## config.mk

```make
export PLATFORM = sky130hd
export DESIGN_NAME = uart_fifo_n
export DESIGN_NICKNAME = d
export VERILOG_FILES = /design/src/rtl/uart_fifo_n.sv
export SDC_FILE = /design/constraint.sdc
export NUM_CORES = 1
export LEC_CHECK = 0
export BUFFER_PORTS_ARGS = -buffer_cell sky130_fd_sc_hd__buf_2
export CAP_MARGIN = 10
export CORE_AREA = 2 2 131 133
export DETAILED_ROUTE_END_ITERATION = 16
export DIE_AREA = 0 0 133 135
export GPL_ROUTABILITY_DRIVEN = 1
export PLACE_DENSITY = 0.71
export SLEW_MARGIN = 20
export SYNTH_ARGS = -nofsm -noshare
export SYNTH_HDL_FRONTEND = slang
export SYNTH_SLANG_ARGS = --single-unit
```

## constraint.sdc

```tcl
create_clock -name clk_i -period 6.57 [get_ports clk_i]
set_input_delay 0.657 -clock clk_i [delete_from_list [all_inputs] [get_ports clk_i]]
set_output_delay 0.657 -clock clk_i [all_outputs]
set_load 0.01 [all_outputs]
```

## src/rtl/uart_fifo_n.sv

```systemverilog
// uart_fifo_n: single-clock UART with a 16x-oversampled receiver, configurable
// frame format and first-word-fall-through TX/RX FIFOs carrying per-word error flags.

module uart_fifo_n_fifo #(
  parameter int W       = 8,
  parameter int ADDRESS = 3
) (
  input  logic         clk_i,
  input  logic         rst_i,
  input  logic         wr_i,
  input  logic [W-1:0] wdata_i,
  input  logic         rd_i,
  output logic [W-1:0] rdata_o,
  output logic         full_o,
  output logic         empty_o
);
  logic [W-1:0]     mem_q [2**ADDRESS];
  logic [ADDRESS:0] wptr_q, wptr_d, rptr_q, rptr_d;
  logic             wr_en, rd_en;

  assign full_o  = (wptr_q[ADDRESS] != rptr_q[ADDRESS]) &&
                   (wptr_q[ADDRESS-1:0] == rptr_q[ADDRESS-1:0]);
  assign empty_o = (wptr_q == rptr_q);
  assign wr_en   = wr_i && !full_o;
  assign rd_en   = rd_i && !empty_o;
  assign wptr_d  = wptr_q + (ADDRESS+1)'(wr_en);
  assign rptr_d  = rptr_q + (ADDRESS+1)'(rd_en);
  // Head is forced to zero while empty so the outputs read 0 out of reset.
  assign rdata_o = empty_o ? '0 : mem_q[rptr_q[ADDRESS-1:0]];

  always_ff @(posedge clk_i) begin
    if (rst_i) begin
      wptr_q <= '0;
      rptr_q <= '0;
    end else begin
      wptr_q <= wptr_d;
      rptr_q <= rptr_d;
    end
  end

  always_ff @(posedge clk_i) begin
    if (wr_en) mem_q[wptr_q[ADDRESS-1:0]] <= wdata_i;
  end
endmodule

// state    | meaning
// S_IDLE   | line idle (TX: waiting for FIFO data, RX: waiting for 1->0)
// S_START  | start bit
// S_DATA   | N data bits, LSB first
// S_PAR    | parity bit (never entered when PARITY=0)
// S_STOP   | stop bit(s); RX checks and pushes at the first one
module uart_fifo_n #(
  parameter int N       = 8,
  parameter int CLK_DIV = 27,
  parameter int PARITY  = 0,
  parameter int STOP    = 1,
  parameter int ADDRESS = 3
) (
  input  logic         clk_i,
  input  logic         rst_i,
  input  logic         rx_i,
  output logic         tx_o,
  input  logic         loopback_i,
  input  logic [N-1:0] tx_data_i,
  input  logic         tx_wr_i,
  output logic         tx_full_o,
  output logic         tx_busy_o,
  output logic [N-1:0] rx_data_o,
  output logic         rx_perr_o,
  output logic         rx_ferr_o,
  input  logic         rx_rd_i,
  output logic         rx_empty_o,
  output logic         rx_ovr_o,
  input  logic         clr_ovr_i
);
  localparam int DW = $clog2(CLK_DIV);

  typedef enum logic [2:0] {S_IDLE, S_START, S_DATA, S_PAR, S_STOP} state_e;

  state_e         tx_state_q, tx_state_d, rx_state_q, rx_state_d;
  logic [DW-1:0]  tx_div_q, tx_div_d, rx_div_q, rx_div_d;
  logic [3:0]     tx_sub_q, tx_sub_d, rx_sub_q, rx_sub_d;
  logic [2:0]     tx_bit_q, tx_bit_d, rx_bit_q, rx_bit_d;
  logic [N-1:0]   tx_shift_q, tx_shift_d, rx_shift_q, rx_shift_d;
  logic           tx_par_q, tx_par_d, tx_o_q, tx_o_d, busy_q, busy_d;
  logic           rx_perr_q, rx_perr_d, ovr_q, ovr_d;
  logic           rx_s1_q, rx_s2_q, rx_prev_q;
  logic           tx_tick, tx_bit_end, tx_pop, tx_load, tx_empty;
  logic           rx_tick, rx_sample, rx_push, rx_full;
  logic [N-1:0]   tx_head;
  logic [N+1:0]   rx_wdata, rx_rdata;

  uart_fifo_n_fifo #(.W(N), .ADDRESS(ADDRESS)) u_tx_fifo (
    .clk_i(clk_i), .rst_i(rst_i), .wr_i(tx_wr_i), .wdata_i(tx_data_i),
    .rd_i(tx_pop), .rdata_o(tx_head), .full_o(tx_full_o), .empty_o(tx_empty)
  );

  uart_fifo_n_fifo #(.W(N+2), .ADDRESS(ADDRESS)) u_rx_fifo (
    .clk_i(clk_i), .rst_i(rst_i), .wr_i(rx_push), .wdata_i(rx_wdata),
    .rd_i(rx_rd_i), .rdata_o(rx_rdata), .full_o(rx_full), .empty_o(rx_empty_o)
  );

  assign tx_tick    = (tx_div_q == DW'(CLK_DIV-1));
  assign tx_bit_end = tx_tick && (tx_sub_q == 4'd15);

  always_comb begin
    tx_state_d = tx_state_q;
    tx_div_d   = tx_tick ? '0 : tx_div_q + 1'b1;
    tx_sub_d   = tx_tick ? tx_sub_q + 1'b1 : tx_sub_q;
    tx_bit_d   = tx_bit_q;
    tx_shift_d = tx_shift_q;
    tx_par_d   = tx_par_q;
    tx_load    = 1'b0;
    case (tx_state_q)
      S_IDLE:  tx_load = !tx_empty;
      S_START: if (tx_bit_end) begin
        tx_state_d = S_DATA;
        tx_bit_d   = '0;
      end
      S_DATA:  if (tx_bit_end) begin
        tx_shift_d = tx_shift_q >> 1;
        if (tx_bit_q == 3'(N-1)) begin
          tx_state_d = (PARITY != 0) ? S_PAR : S_STOP;
          tx_bit_d   = '0;
        end else begin
          tx_bit_d = tx_bit_q + 1'b1;
        end
      end
      S_PAR:   if (tx_bit_end) tx_state_d = S_STOP;
      S_STOP:  if (tx_bit_end) begin
        if (tx_bit_q == 3'(STOP-1)) begin
          tx_load    = !tx_empty;
          tx_state_d = S_IDLE;
        end else begin
          tx_bit_d = tx_bit_q + 1'b1;
        end
      end
      default: tx_state_d = S_IDLE;
    endcase
    // Loading restarts the bit timer so every frame starts on a full bit.
    if (tx_load) begin
      tx_state_d = S_START;
      tx_div_d   = '0;
      tx_sub_d   = '0;
      tx_shift_d = tx_head;
      tx_par_d   = (^tx_head) ^ (PARITY == 1);
    end
  end

  assign tx_pop = tx_load;
  assign busy_d = (tx_state_q != S_IDLE) || (tx_state_d != S_IDLE);

  always_comb begin
    tx_o_d = 1'b1;
    case (tx_state_q)
      S_START: tx_o_d = 1'b0;
      S_DATA:  tx_o_d = tx_shift_q[0];
      S_PAR:   tx_o_d = tx_par_q;
      default: tx_o_d = 1'b1;
    endcase
  end

  always_ff @(posedge clk_i) begin
    if (rst_i) begin
      tx_state_q <= S_IDLE;
      tx_div_q   <= '0;
      tx_sub_q   <= '0;
      tx_bit_q   <= '0;
      tx_shift_q <= '0;
      tx_par_q   <= 1'b0;
      tx_o_q     <= 1'b1;
      busy_q     <= 1'b0;
    end else begin
      tx_state_q <= tx_state_d;
      tx_div_q   <= tx_div_d;
      tx_sub_q   <= tx_sub_d;
      tx_bit_q   <= tx_bit_d;
      tx_shift_q <= tx_shift_d;
      tx_par_q   <= tx_par_d;
      tx_o_q     <= tx_o_d;
      busy_q     <= busy_d;
    end
  end

  assign tx_o      = tx_o_q;
  assign tx_busy_o = busy_q || !tx_empty;

  // Receiver runs off its own free-running divider; sampling lands on the
  // 8th tick after the detected edge, within one tick of true mid-bit.
  assign rx_tick   = (rx_div_q == DW'(CLK_DIV-1));
  assign rx_div_d  = rx_tick ? '0 : rx_div_q + 1'b1;
  assign rx_sample = rx_tick && (rx_sub_q == 4'd7);
  assign rx_wdata  = {~rx_s2_q, rx_perr_q, rx_shift_q};

  always_comb begin
    rx_state_d = rx_state_q;
    rx_sub_d   = rx_tick ? rx_sub_q + 1'b1 : rx_sub_q;
    rx_bit_d   = rx_bit_q;
    rx_shift_d = rx_shift_q;
    rx_perr_d  = rx_perr_q;
    rx_push    = 1'b0;
    case (rx_state_q)
      S_IDLE:  if (rx_prev_q && !rx_s2_q) begin
        rx_state_d = S_START;
        rx_sub_d   = '0;
      end
      S_START: if (rx_sample) begin
        rx_state_d = rx_s2_q ? S_IDLE : S_DATA;
        rx_bit_d   = '0;
        rx_perr_d  = 1'b0;
      end
      S_DATA:  if (rx_sample) begin
        rx_shift_d = {rx_s2_q, rx_shift_q[N-1:1]};
        rx_bit_d   = rx_bit_q + 1'b1;
        if (rx_bit_q == 3'(N-1)) rx_state_d = (PARITY != 0) ? S_PAR : S_STOP;
      end
      S_PAR:   if (rx_sample) begin
        rx_perr_d  = rx_s2_q ^ (^rx_shift_q) ^ (PARITY == 1);
        rx_state_d = S_STOP;
      end
      S_STOP:  if (rx_sample) begin
        rx_push    = 1'b1;
        rx_state_d = S_IDLE;
      end
      default: rx_state_d = S_IDLE;
    endcase
  end

  assign ovr_d = (rx_push && rx_full) ? 1'b1 : (clr_ovr_i ? 1'b0 : ovr_q);

  always_ff @(posedge clk_i) begin
    if (rst_i) begin
      rx_state_q <= S_IDLE;
      rx_div_q   <= '0;
      rx_sub_q   <= '0;
      rx_bit_q   <= '0;
      rx_shift_q <= '0;
      rx_perr_q  <= 1'b0;
      ovr_q      <= 1'b0;
      rx_s1_q    <= 1'b1;
      rx_s2_q    <= 1'b1;
      rx_prev_q  <= 1'b1;
    end else begin
      rx_state_q <= rx_state_d;
      rx_div_q   <= rx_div_d;
      rx_sub_q   <= rx_sub_d;
      rx_bit_q   <= rx_bit_d;
      rx_shift_q <= rx_shift_d;
      rx_perr_q  <= rx_perr_d;
      ovr_q      <= ovr_d;
      rx_s1_q    <= loopback_i ? tx_o_q : rx_i;
      rx_s2_q    <= rx_s1_q;
      rx_prev_q  <= rx_s2_q;
    end
  end

  assign {rx_ferr_o, rx_perr_o, rx_data_o} = rx_rdata;
  assign rx_ovr_o = ovr_q;
endmodule
```

== Yosys cells after proc, flatten, opt, wreduce, memory -nomap -nowiden ==
Memories as Yosys holds them, arrays and structs flattened. A register that Yosys moved wholly into a read port is not among the register bits.
Cells that the tools add are included.
Cells by class
  bitwise operators: 2
  reduce and logical (&&, ||, !) cells: 39
  $add $sub $neg: 10
  eq/ne operators: 30
  mux-type cells: 50
Operators by type and width (count)
  $mux W3: 21
  $mux W8: 4
  $pmux W3 S5: 2
  $ne A2 B2 Y1 const B: 10
  $add A4 B1 Y4: 4
  $reduce_xor A8 Y1: 2
  $mux W1: 13
  $eq A3 B2 Y1 const B: 4
  $eq A3 B3 Y1 const B: 4
  $mux W4: 3
  $add A5 B1 Y5 const B: 2
  $eq A5 B5 Y1 const B: 2
  $logic_and A1 B1 Y1: 10
  $mux W10: 1
  $reduce_bool A2 Y1: 5
  $logic_not A3 Y1: 3
  $pmux W3 S3: 1
  $reduce_bool A3 Y1: 3
  $add A4 B1 Y4 const B: 2
  $eq A4 B4 Y1: 2
  $add A3 B1 Y3 const B: 2
  $eq A3 B1 Y1 const B: 2
  $eq A3 B3 Y1: 2
  $pmux W3 S2: 1
  16 further kinds: 26
Storage, ports and cells
  bits in writable memories: 144
  output and inout bits: 15
  memories kept: 2
  bits in registers: 70
  word-level logic and storage cells: 155
Memories
  u_rx_fifo.mem_q: words 8, width 10, read ports 1, clocked after memory_dff 1, write ports 1, RTL line 17  | logic [W-1:0] mem_q [2**ADDRESS];
  u_tx_fifo.mem_q: words 8, width 8, read ports 1, clocked after memory_dff 1, write ports 1, RTL line 17

== Depth between registers and ports, before layout ==
Gate-level depths: netlist of the first run.
  depth after elaboration: 8
  mapped depth: 13
  gate-level depth less buffers: 10

== Modules after synthesis ==
A second synthesis of the first run with hierarchy kept.
Unflattened totals
  cells, all modules: 695
  area, all modules: 9362.7 um^2
By module, submodules not included
  uart_fifo_n_fifo (u_rx_fifo): times used 1, cells each 215, sequential area each 2562.5 um^2, area an instance 3632.2 um^2
  uart_fifo_n_fifo (u_tx_fifo): times used 1, cells each 183, sequential area each 2082.0 um^2, area an instance 3046.7 um^2
  uart_fifo_n: times used 1, cells each 297, sequential area each 1081.0 um^2, area an instance 2683.8 um^2

== Least setup slack after synthesis of the first run ==
OpenSTA, ideal clock, no wires.
  kind: register -> register
  start: register rx_div_q[0]
  end: memory u_rx_fifo.mem_q[0][0] (netlist bit), enable pin
  clock period less this slack: 2640 ps
  path slack: 3930 ps
  data arrival time: 2250 ps
  setup time: 390 ps
  cell stages (with the launch flop): 11
  path buffers: 2
  cells stage by stage: dfxtp_1 -> inv_1 -> ha_1 -> and4b_1 -> buf_4 -> and4b_1 -> buf_4 -> nand3_1 -> nor2b_1 -> nand2b_1 -> nor3_1
Between the ends
  longest elaborated chain between the ends: 7
Ends and longest elaborated chain
  start, declared: RTL line 81  | logic [DW-1:0] tx_div_q, tx_div_d, rx_div_q, rx_div_d;
  start signal, assigned: RTL line 245  | rx_div_q <= rx_div_d;
  $eq A5 B5 Y1: RTL line 190  | assign rx_tick = (rx_div_q == DW'(CLK_DIV-1));
  $logic_and A1 B1 Y1: RTL line 192  | assign rx_sample = rx_tick && (rx_sub_q == 4'd7);
  $mux W1: RTL line 221  | S_STOP: if (rx_sample) begin
  $mux W1: RTL line 202  | case (rx_state_q)
  $logic_and A1 B1 Y1: RTL line 24  | assign wr_en = wr_i && !full_o;
  $mux W1: RTL line 42  | if (wr_en) mem_q[wptr_q[ADDRESS-1:0]] <= wdata_i;
  $mux W1 (not written as such): RTL line 42
  end, declared: RTL line 17
No other way between the ends.

== Final worst setup path of the first run ==
  start: register u_tx_fifo.rptr_q[0]
  end: output port tx_busy_o
Between the ends
  longest elaborated chain between the ends: 3
Ends and longest elaborated chain
  start, declared: RTL line 18  | logic [ADDRESS:0] wptr_q, wptr_d, rptr_q, rptr_d;
  start signal, assigned: RTL line 37  | rptr_q <= rptr_d;
  $eq A4 B4 Y1: RTL line 23  | assign empty_o = (wptr_q == rptr_q);
  $logic_not A1 Y1: RTL line 186  | assign tx_busy_o = busy_q || !tx_empty;
  $logic_or A1 B1 Y1: RTL line 186
  end, declared: RTL line 67  | output logic tx_busy_o,
No other way between the ends.

==> results of run 1 <==
registers in the layout, summed over array words and instances, names as in the netlist, 4 cells and up:
name,cells
tx_shift_q,8
u_rx_fifo.mem_q,80
tx_div_q,5
u_tx_fifo.wptr_q,4
rx_sub_q,4
rx_div_q,5
u_tx_fifo.rptr_q,4
tx_sub_q,4
u_rx_fifo.rptr_q,4
u_tx_fifo.mem_q,64
u_rx_fifo.wptr_q,4
rx_shift_q,8
worst paths after layout:
check	startpoint	to	slack, ps
worst max-delay path	u_tx_fifo.rptr_q[0]$_SDFF_PP0_	tx_busy_o	3240
worst min-delay path	loopback_i	rx_s1_q$_SDFF_PP1_	390
worst max register to register	rx_div_q[0]$_SDFF_PP0_	u_rx_fifo.mem_q[4][1]$_DFFE_PP_	3630
worst min register to register	tx_div_q[0]$_SDFF_PP0_	tx_div_q[0]$_SDFF_PP0_	460
layout make-up:
cell class | count | area, um^2
Sequential cell | 214 | 5730
Inverter | 9 | 33.8
Fill cell | 1250 | 6490
Multi-Input combinational cell | 390 | 2950
Tap cell | 220 | 275
Timing Repair Buffer | 36 | 198
Clock buffer | 30 | 622
Clock inverter | 10 | 106
power groups by stage:
| stage | Combinational, mW | Clock (mW) | Sequential (mW) |
|---|---|---|---|
| final | 0.396 | 1.23 | 1.55 |
| after global routing | 0.441 | 1.31 | 1.56 |
| after CTS | 0.398 | 1.26 | 1.55 |
| after detailed placement | 0.397 | 0 | 1.58 |
| after global placement | 0.383 | 0 | 1.58 |
| after floorplan | 0.375 | 0 | 1.53 |
routing by layer:
layer / GRT usage [%] / part of all wire (%) / vias to the layer above
met3: 3.08 / 4.8 / 24
met5: 0 / 0 / -
met2: 31.0 / 48 / 98
met4: 5.50 / 1.9 / 0
li1: - / - / 2429
met1: 25.8 / 45 / 2519
per-stage QoR:
step                      power [mW]  std cells
after detailed placement        1.98        869
after global routing            3.31        909
after floorplan                 1.91        645
after CTS                       3.21        909
final                           3.18        909
after global placement          1.96        869
cells by family (layout without fill, tap and decap cells):
logic type / Yosys count / in the layout
multiplexers: 73 / 73
AO/OA/AOI/OAI: 57 / 57
XOR/XNOR: 43 / 43
adder cells (fa/ha/maj): 19 / 19
AND/OR/NAND/NOR: 198 / 198
buffers and inverters: 41 / 85
flip-flops: 214 / 214
layout by cell type, fill, tap and decap left out, types with 10 or more instances in the layout:
cell and instances:
ha_1 19, dfxtp_1 69, buf_2 29, clkbuf_16 23, mux4_2 20, xnor2_1 29, nand2b_1 11, edfxtp_1 144
nand3_1 21, a21oi_1 19, nand2_1 28, nand4_1 11, xor2_1 13, nor2b_1 17, nor3_1 10, mux2i_1 52
a22oi_1 19, nor2_1 76
==> summary.txt, run 1 <==
CTS
  – H-tree levels: 1
  – Clock root cell: clkbuf_16
  – Clock tree buffer depth: 3
  – Clock slew at reported path FFs: 60 ps
  – Clk Latency, worst-skew pair: 510 ps
  – CTS tree: yes
  – Setup bufs post-CTS: 0
  – CTS buffer count: 22
  – Clock Sinks: 214
  – # hold bufs at CTS: 0
  – # resized after CTS: 0

Yosys
  – Top-count cell post-synth: edfxtp_1
  – Largest family of logic cells by synthesized area: multiplexers
  – Synthesized netlist cell count: 645
  – Post-synthesis simple-gate area fraction: 11.0%
  – Sequential share of the synthesized area: 64.5%
  – Post-synth top flop: edfxtp_1
  – Post-synth top area cell: edfxtp_1
  – Post-synth EDFFs: 144
  – Compound-Gate Fraction of Synth Area: 4.16%
  – Commonest cells post-synth: edfxtp_1, nor2_1, dfxtp_1
  – Mean area per synthesized cell: 13.8 um^2
  – Number of synthesized register bits: 214
  – Yosys warning count: 0
  – Area contributors post-synth: edfxtp_1, dfxtp_1, mux2i_1
  – Ys async rst share: 0%
  – Yosys cell types: 48
  – Area fraction of the dominant cell type after synthesis: 48.7%
  – Synthesized cell area: 8880 um^2
  – Syn nets: 679
  – Synth Area in XOR/XNOR: 4.33%
  – Adder-Cell Fraction of Synth Area: 2.68%
  – Multiplexer share of the synthesized area: 11.1%

Placed design
  – Hpwl dp: 10,500 um
  – Pre-CTS setup slack: 3520 ps
  – Final Wtd Congestion: 0.775
  – Placed instance area: 9180 um^2
  – Port Buffer Count: 29

Power
  – Internal: 2.41 mW
  – Leak: 3.41 nW
  – Switching power: 0.771 mW
  – Sw frac: 24.2%
  – Logic gate share of total power: 12.4%
  – Sequential share of power: 48.8%
  – VDD IR max: 0.197 mV
  – Clock network fraction of design power: 38.8%
  – Pwr/cell area: 321 nW/um^2

Route
  – Routed Antenna Nets: 0
  – Routed WL per cell: 18.0 um
  – # DRC: 0
  – Total number of vias: 5,070
  – DR iter-0 viols: 385
  – Router iterations before antenna repair: 5
  – Vias per Instance: 5.58
  – WL final: 16,400 um

Timing
  – Final setup violation count: 0
  – Slew headroom: 31.3%
  – Hold Vio Cnt, Final: 0
  – Part of the cycle the worst path needs: 50.6%
  – Slew Limit Fails: 0
  – Crit path time final: 3330 ps
  – Final TNS setup: 0 ps
  – Achievable clock frequency: 301 MHz
  – Actual slew at the worst max-slew pin: 1030 ps
  – RSZ-0062 raised after global routing: false
  – Setup WS post-layout: 3240 ps
  – Clock Skew: 11.3 ps
  – Hold slack: 386 ps

Layout
  – Final core occ: 60.4%
  – Area grow syn2layout: 11.7%
  – Fin nets: 707
  – Antenna diodes: 0
  – Share of cells above drive strength 1: 14.8%
  – Fin area: 9910 um^2

Critical path
  – Critical path type: flip-flop to output pin
  – Worst-path cell chain: xnor2_2 -> nand4_2 -> or2_2 -> buf_2
  – Slowest Stage Delay on Critical Path: 1010 ps
  – Worst-path fanout max: 34
  – Worst path depth: 4
  – Arrival @ worst endpoint: 2670 ps
  – Delay-heaviest family, CP: flip-flops
  – Critical path required time: 5910 ps
  – Buf+Inv Stages, Crit Path: 1
  – Crit end category: output pin
  – Slowest CP cell: dfxtp_2
  – R2R depth: 8
  – Critical path launch point type: flip-flop

Job
  – Max capacitance violation total: 0

Floorplanning
  – Number of cell rows: 47
  – DIE HEIGHT: 135 um
  – Starting Density: 54.1%
  – Die area: 18,000 um^2
  – Die X: 133 um
  – I/O Pins: 30
  – Core area: 16,400 um^2

Global routing
  – Largest net degree at the start of global routing: 60
  – Initial antenna violation count: 0
  – Number of global-route vias before repair: 5,032
  – GRT Util Overall: 18.7%
  – First-pass GRT wire length: 26,400 um
  – Total gr overflow: 0

Min path
  – Hold WC Path Type: primary input to flip-flop
  – Hold Crit Depth: 2

Outcome
  – Status: finished clean
Note: power is estimated with default switching activity, not from simulation.
==> inputs of run 2 (changes only) <==
==> constraint.sdc (replaced) <==
create_clock -name clk_i -period 3.37 [get_ports clk_i]
set_input_delay 0.337 -clock clk_i [delete_from_list [all_inputs] [get_ports clk_i]]
set_output_delay 0.337 -clock clk_i [all_outputs]
set_load 0.01 [all_outputs]
==> run 2 against run 1 <==
Non-clock buffer count up 10. Cell area rose by 1.4%. Sequential power grew 93%. Sequential share of layout area down 0.79 points. Worst hold slack got worse by 300 ps. Clock skew shrank 1.9 ps. Clock-buffer cell count stayed put. Clock power is 110% higher. Largest cell class unchanged.
==> summary.txt, run 2 (synthesis results as in run 1) <==
Layout
  – Layout fillers: 1,194
  – Max FFs per register: 80
  – Fin area: 10,000 um^2
  – Share of cells above drive strength 1: 16.2%
  – Antenna diodes: 0
  – Area grow syn2layout: 13.2%
  – Fin nets: 717
  – Most frequent cells in the layout: edfxtp_1, nor2_1, dfxtp_1
  – Most common cell after layout, fill and taps aside: edfxtp_1

Route
  – Vias per Instance: 5.55
  – # DRC: 0
  – DR iter-0 viols: 427
  – Routed WL per cell: 18.0 um
  – Routed Antenna Nets: 0
  – Router iterations before antenna repair: 6
  – WL final: 16,600 um
  – Total number of vias: 5,098

CTS
  – Clock tree buffer depth: 3
  – Setup bufs post-CTS: 0
  – H-tree levels: 1
  – CTS tree: yes
  – Clk Latency, worst-skew pair: 500 ps
  – CTS buffer count: 22
  – Clock Sinks: 214
  – Clock slew at reported path FFs: 60 ps
  – # resized after CTS: 0
  – # hold bufs at CTS: 0
  – Clock root cell: clkbuf_16

Floorplanning
  – DIE HEIGHT: 135 um
  – I/O Pins: 30
  – Die area: 18,000 um^2
  – Die X: 133 um
  – Core area: 16,400 um^2
  – Number of cell rows: 47
  – Starting Density: 54.1%

Critical path
  – Crit end category: flip-flop
  – R2R depth: 8
  – Arrival @ worst endpoint: 2980 ps
  – Critical path launch point type: flip-flop
  – Capture point of the worst path: u_rx_fifo.mem_q[6][7]$_DFFE_PP_
  – Critical path required time: 3490 ps
  – Reg2Reg Setup Slack: 510 ps
  – Worst reg2reg endpoint: u_rx_fifo.mem_q[6][7]$_DFFE_PP_
  – Critical path type: flip-flop to flip-flop
  – Worst-path fanout max: 10
  – R2r startpoint: rx_div_q[0]$_SDFF_PP0_
  – CP startpoint: rx_div_q[0]$_SDFF_PP0_

Timing
  – RSZ-0062 raised after global routing: false
  – Final setup violation count: 0
  – Actual slew at the worst max-slew pin: 900 ps
  – Part of the cycle the worst path needs: 84.9%
  – Final TNS setup: 0 ps
  – Slew Limit Fails: 0
  – Hold Vio Cnt, Final: 0
  – Slew headroom: 39.8%
  – Crit path time final: 2860 ps
  – Achievable clock frequency: 350 MHz
  – Clock Skew: 9.33 ps

Min path
  – Hold Crit Depth: 2
  – Hold WC Path Type: primary input to flip-flop

Placed design
  – Placed instance area: 9260 um^2
  – Hpwl dp: 11,000 um
  – Final Wtd Congestion: 0.760
  – Port Buffer Count: 29

Global routing
  – Initial antenna violation count: 0
  – Largest net degree at the start of global routing: 44
  – Total gr overflow: 0
  – GRT Util Overall: 19.0%
  – First-pass GRT wire length: 26,600 um
  – Number of global-route vias before repair: 5,127

Power
  – VDD IR max: 0.420 mV
  – Pwr/cell area: 638 nW/um^2
  – Leak: 3.50 nW

Job
  – Max capacitance violation total: 0

Outcome
  – Status: finished clean
-- run 2: cell type report --
type / instances / area, um^2 / area share, %
clock buffer: 30 / 633 / 6.30
clock inverter: 10 / 160 / 1.59
inverter: 9 / 33.8 / 0.336
multi-input combinational: 390 / 2950 / 29.3
sequential: 214 / 5730 / 57.0
tap: 220 / 275 / 2.74
timing repair buffer: 46 / 273 / 2.71
-- run 2: critical path, cell delays in order (launching register included) --
cell and delay (ps):
dfxtp_1 340, inv_1 70, ha_1 160, and4b_1 310, and4b_1 380, nand3_1 150, nor2b_1 230, nand2b_1 150
nor2_1 700
-- run 2: worst min path at each step --
stage / startpoint / endpoint / slack (ps)
after floorplan: rx_s1_q$_SDFF_PP1_ / rx_s2_q$_SDFF_PP1_ / 390
after global placement: tx_div_q[0]$_SDFF_PP0_ / tx_div_q[0]$_SDFF_PP0_ / 440
final: loopback_i / rx_s1_q$_SDFF_PP1_ / 90
after detailed placement: rx_s1_q$_SDFF_PP1_ / rx_s2_q$_SDFF_PP1_ / 440
after CTS: loopback_i / rx_s1_q$_SDFF_PP1_ / 70
after global routing: loopback_i / rx_s1_q$_SDFF_PP1_ / 90
-- run 2: where the power goes --
part | leakage [nW] | internal (mW) | switching [mW]
combinational | 1.22 | 0.372 | 0.466
clock | 0.385 | 1.63 | 0.950
sequential | 1.89 | 2.89 | 0.105
total | 3.50 | 4.89 | 1.52
-- run 2: layer usage --
metal / GRT usage, % / vias to the layer above / share of wire [%]
li1: - / 2452 / -
met1: 24.3 / 2507 / 43
met2: 34.2 / 114 / 51
met3: 2.44 / 25 / 4.2
met4: 5.50 / 0 / 1.9
met5: 0 / - / 0
-- run 2: stage by stage --
step                      cells  total power [mW]  utilization (%)  hold WS, ps  worst slack [ps]
after floorplan             645              3.72                -          389               730
after global placement      879              3.85             56.4          438               695
after detailed placement    879              3.89             56.4          441               546
after CTS                   919              6.46             61.3         71.6               540
after global routing        919              6.67             61.3         86.8               237
final                       919              6.41             61.3         87.6               510
==> inputs of run 3 (changes only) <==
--- a/config.mk
+++ b/config.mk
@@ -11,7 +11,7 @@
 export DETAILED_ROUTE_END_ITERATION = 16
 export DIE_AREA = 0 0 133 135
 export GPL_ROUTABILITY_DRIVEN = 1
-export PLACE_DENSITY = 0.71
+export PLACE_DENSITY = 0.73
 export SLEW_MARGIN = 20
 export SYNTH_ARGS = -nofsm -noshare
 export SYNTH_HDL_FRONTEND = slang
==> constraint.sdc (replaced) <==
create_clock -name clk_i -period 2.45 [get_ports clk_i]
set_input_delay 0.245 -clock clk_i [delete_from_list [all_inputs] [get_ports clk_i]]
set_output_delay 0.245 -clock clk_i [all_outputs]
set_load 0.01 [all_outputs]
==> run 3 against run 2 <==
Utilization up 1.2 points. Cell count up 2.4%. Non-clock buffer count up 20. Sequential share of layout area down 1.1 points. Worst hold slack worse by 75 ps. Combinational power up 51%. Critical path depth down 3. Global-route usage up 0.70 points. Via count up 2.0%. Clock-buffer cell count down 1. Critical path type is now flip-flop to output pin.
==> summary.txt, run 3 (synthesis results as in run 1) <==
Outcome
  – Status: finished clean

Global routing
  – Largest net degree at the start of global routing: 52
  – Total gr overflow: 0
  – Number of global-route vias before repair: 5,141
  – First-pass GRT wire length: 27,700 um
  – GRT Util Overall: 19.7%
  – Initial antenna violation count: 0

CTS
  – Clock root cell: clkbuf_16
  – Clk Latency, worst-skew pair: 500 ps
  – Clock slew at reported path FFs: 60 ps
  – CTS buffer count: 23
  – H-tree levels: 1
  – Setup bufs post-CTS: 0
  – Clock Sinks: 214
  – Clock tree buffer depth: 3
  – CTS tree: yes

Min path
  – Hold Crit Depth: 1
  – Worst Hold Endpoint: u_tx_fifo.mem_q[4][6]$_DFFE_PP_
  – Hold path start: tx_data_i[6]
  – Hold WC Path Type: primary input to flip-flop

Critical path
  – Worst-path fanout max: 10
  – CP startpoint: u_tx_fifo.wptr_q[2]$_SDFF_PP0_
  – R2R depth: 9
  – Reg2Reg Setup Slack: 190 ps
  – Critical path launch point type: flip-flop
  – Worst-path cell chain: xnor2_2 -> nand4_4 -> buf_4 -> or2_2 -> buf_2
  – Arrival @ worst endpoint: 2100 ps
  – Crit end category: output pin
  – Slowest Stage Delay on Critical Path: 520 ps
  – Worst reg2reg endpoint: u_rx_fifo.mem_q[1][1]$_DFFE_PP_
  – Slowest CP cell: dfxtp_1
  – R2r startpoint: rx_div_q[0]$_SDFF_PP0_
  – Critical path type: flip-flop to output pin
  – Critical path required time: 2200 ps

Power
  – Leak: 3.62 nW
  – Pwr/cell area: 862 nW/um^2
  – VDD IR max: 0.724 mV

Timing
  – Actual slew at the worst max-slew pin: 934 ps
  – Slew Limit Fails: 0
  – Final setup violation count: 0
  – Part of the cycle the worst path needs: 95.8%
  – Slew headroom: 37.7%
  – Clock Skew: 14.1 ps
  – Final TNS setup: 0 ps
  – Hold Vio Cnt, Final: 0
  – Hold slack: 12.4 ps
  – Achievable clock frequency: 426 MHz
  – Setup WS post-layout: 103 ps
  – Crit path time final: 2350 ps
  – RSZ-0062 raised after global routing: false

Route
  – Total number of vias: 5,200
  – DR iter-0 viols: 237
  – # DRC: 0
  – Routed WL per cell: 18.4 um
  – Router iterations before antenna repair: 4
  – Vias per Instance: 5.53
  – WL final: 17,300 um
  – Routed Antenna Nets: 0

Layout
  – Most frequent cells in the layout: edfxtp_1, nor2_1, dfxtp_1
  – Antenna diodes: 0
  – Fin nets: 738
  – Max FFs per register: 80
  – Final core occ: 62.4%
  – Most common cell after layout, fill and taps aside: edfxtp_1
  – Area grow syn2layout: 15.4%
  – Share of cells above drive strength 1: 19.3%

Floorplanning
  – DIE HEIGHT: 135 um
  – Die area: 18,000 um^2
  – Number of cell rows: 47
  – Core area: 16,400 um^2
  – I/O Pins: 30
  – Starting Density: 54.1%
  – Die X: 133 um

Placed design
  – Hpwl dp: 11,500 um
  – Final Wtd Congestion: 0.792
  – Port Buffer Count: 29
  – Pre-CTS setup slack: 188 ps

Job
  – Max capacitance violation total: 0
-- run 3: changes by cell type in the layout (fill, tap and decap cells not counted), moves of 2 or more --
cell	before	now
buf_4	17	34
clkinv_1	0	3
buf_12	0	2
nor3_1	10	8
nor3_2	1	3
xnor2_1	29	27
xnor2_2	1	3
-- run 3: final cells by class --
cell class	count	area, um^2
fill	1193	6160
clock buffer	29	618
tap	220	275
timing repair buffer	66	450
inverter	9	33.8
clock inverter	13	153
sequential	214	5730
multi-input combinational	390	2990
-- run 3: metrics by stage --
stage	instance area, um^2	cells	power [mW]
6_report	10200	941	8.83
5_1_grt	10200	941	9.19
4_1_cts	10200	941	8.91
3_5_place_dp	9420	898	5.42
3_3_place_gp	9420	898	5.37
2_1_floorplan	8890	645	5.11
-- run 3: worst max-delay path by stage --
stage          slack, ps  cells past startpoint                         endpoint
2_1_floorplan         70                     10  u_rx_fifo.mem_q[2][0]$_DFFE_PP_
3_3_place_gp         230                      9  u_rx_fifo.mem_q[0][9]$_DFFE_PP_
3_5_place_dp         190                      9  u_rx_fifo.mem_q[4][4]$_DFFE_PP_
4_1_cts               20                      5                        tx_busy_o
5_1_grt                5                      5                        tx_busy_o
6_report             100                      5                        tx_busy_o
-- run 3: critical path: cells and delay by family (launching register included) --
kind                      cells  cell delay [ps]
buffers and inverters         2              380
DFF                           1              520
xor gates and xnor gates      1              190
and+or+nand+nor               2              500
-- run 3: what timing repair did --
action,4_1_cts,5_1_grt
gates resized for setup,2,8
hold endpoints to repair,1,0
hold buffers,1,0
setup endpoints to repair,9,45
-- run 3: report_power, final --
| part | internal [mW] | switching, mW |
|---|---|---|
| Clock | 2.11 | 1.36 |
| Sequential | 3.97 | 0.111 |
| Combinational | 0.581 | 0.691 |
-- run 3: routing by layer --
| metal | up-vias | GRT usage (%) | share of wire [%] |
|---|---|---|---|
| met2 | 119 | 33.8 | 50 |
| met4 | 0 | 5.08 | 1.7 |
| met5 | - | 0 | 0 |
| met3 | 25 | 3.04 | 4.9 |
| met1 | 2560 | 26.6 | 43 |
| li1 | 2496 | - | - |
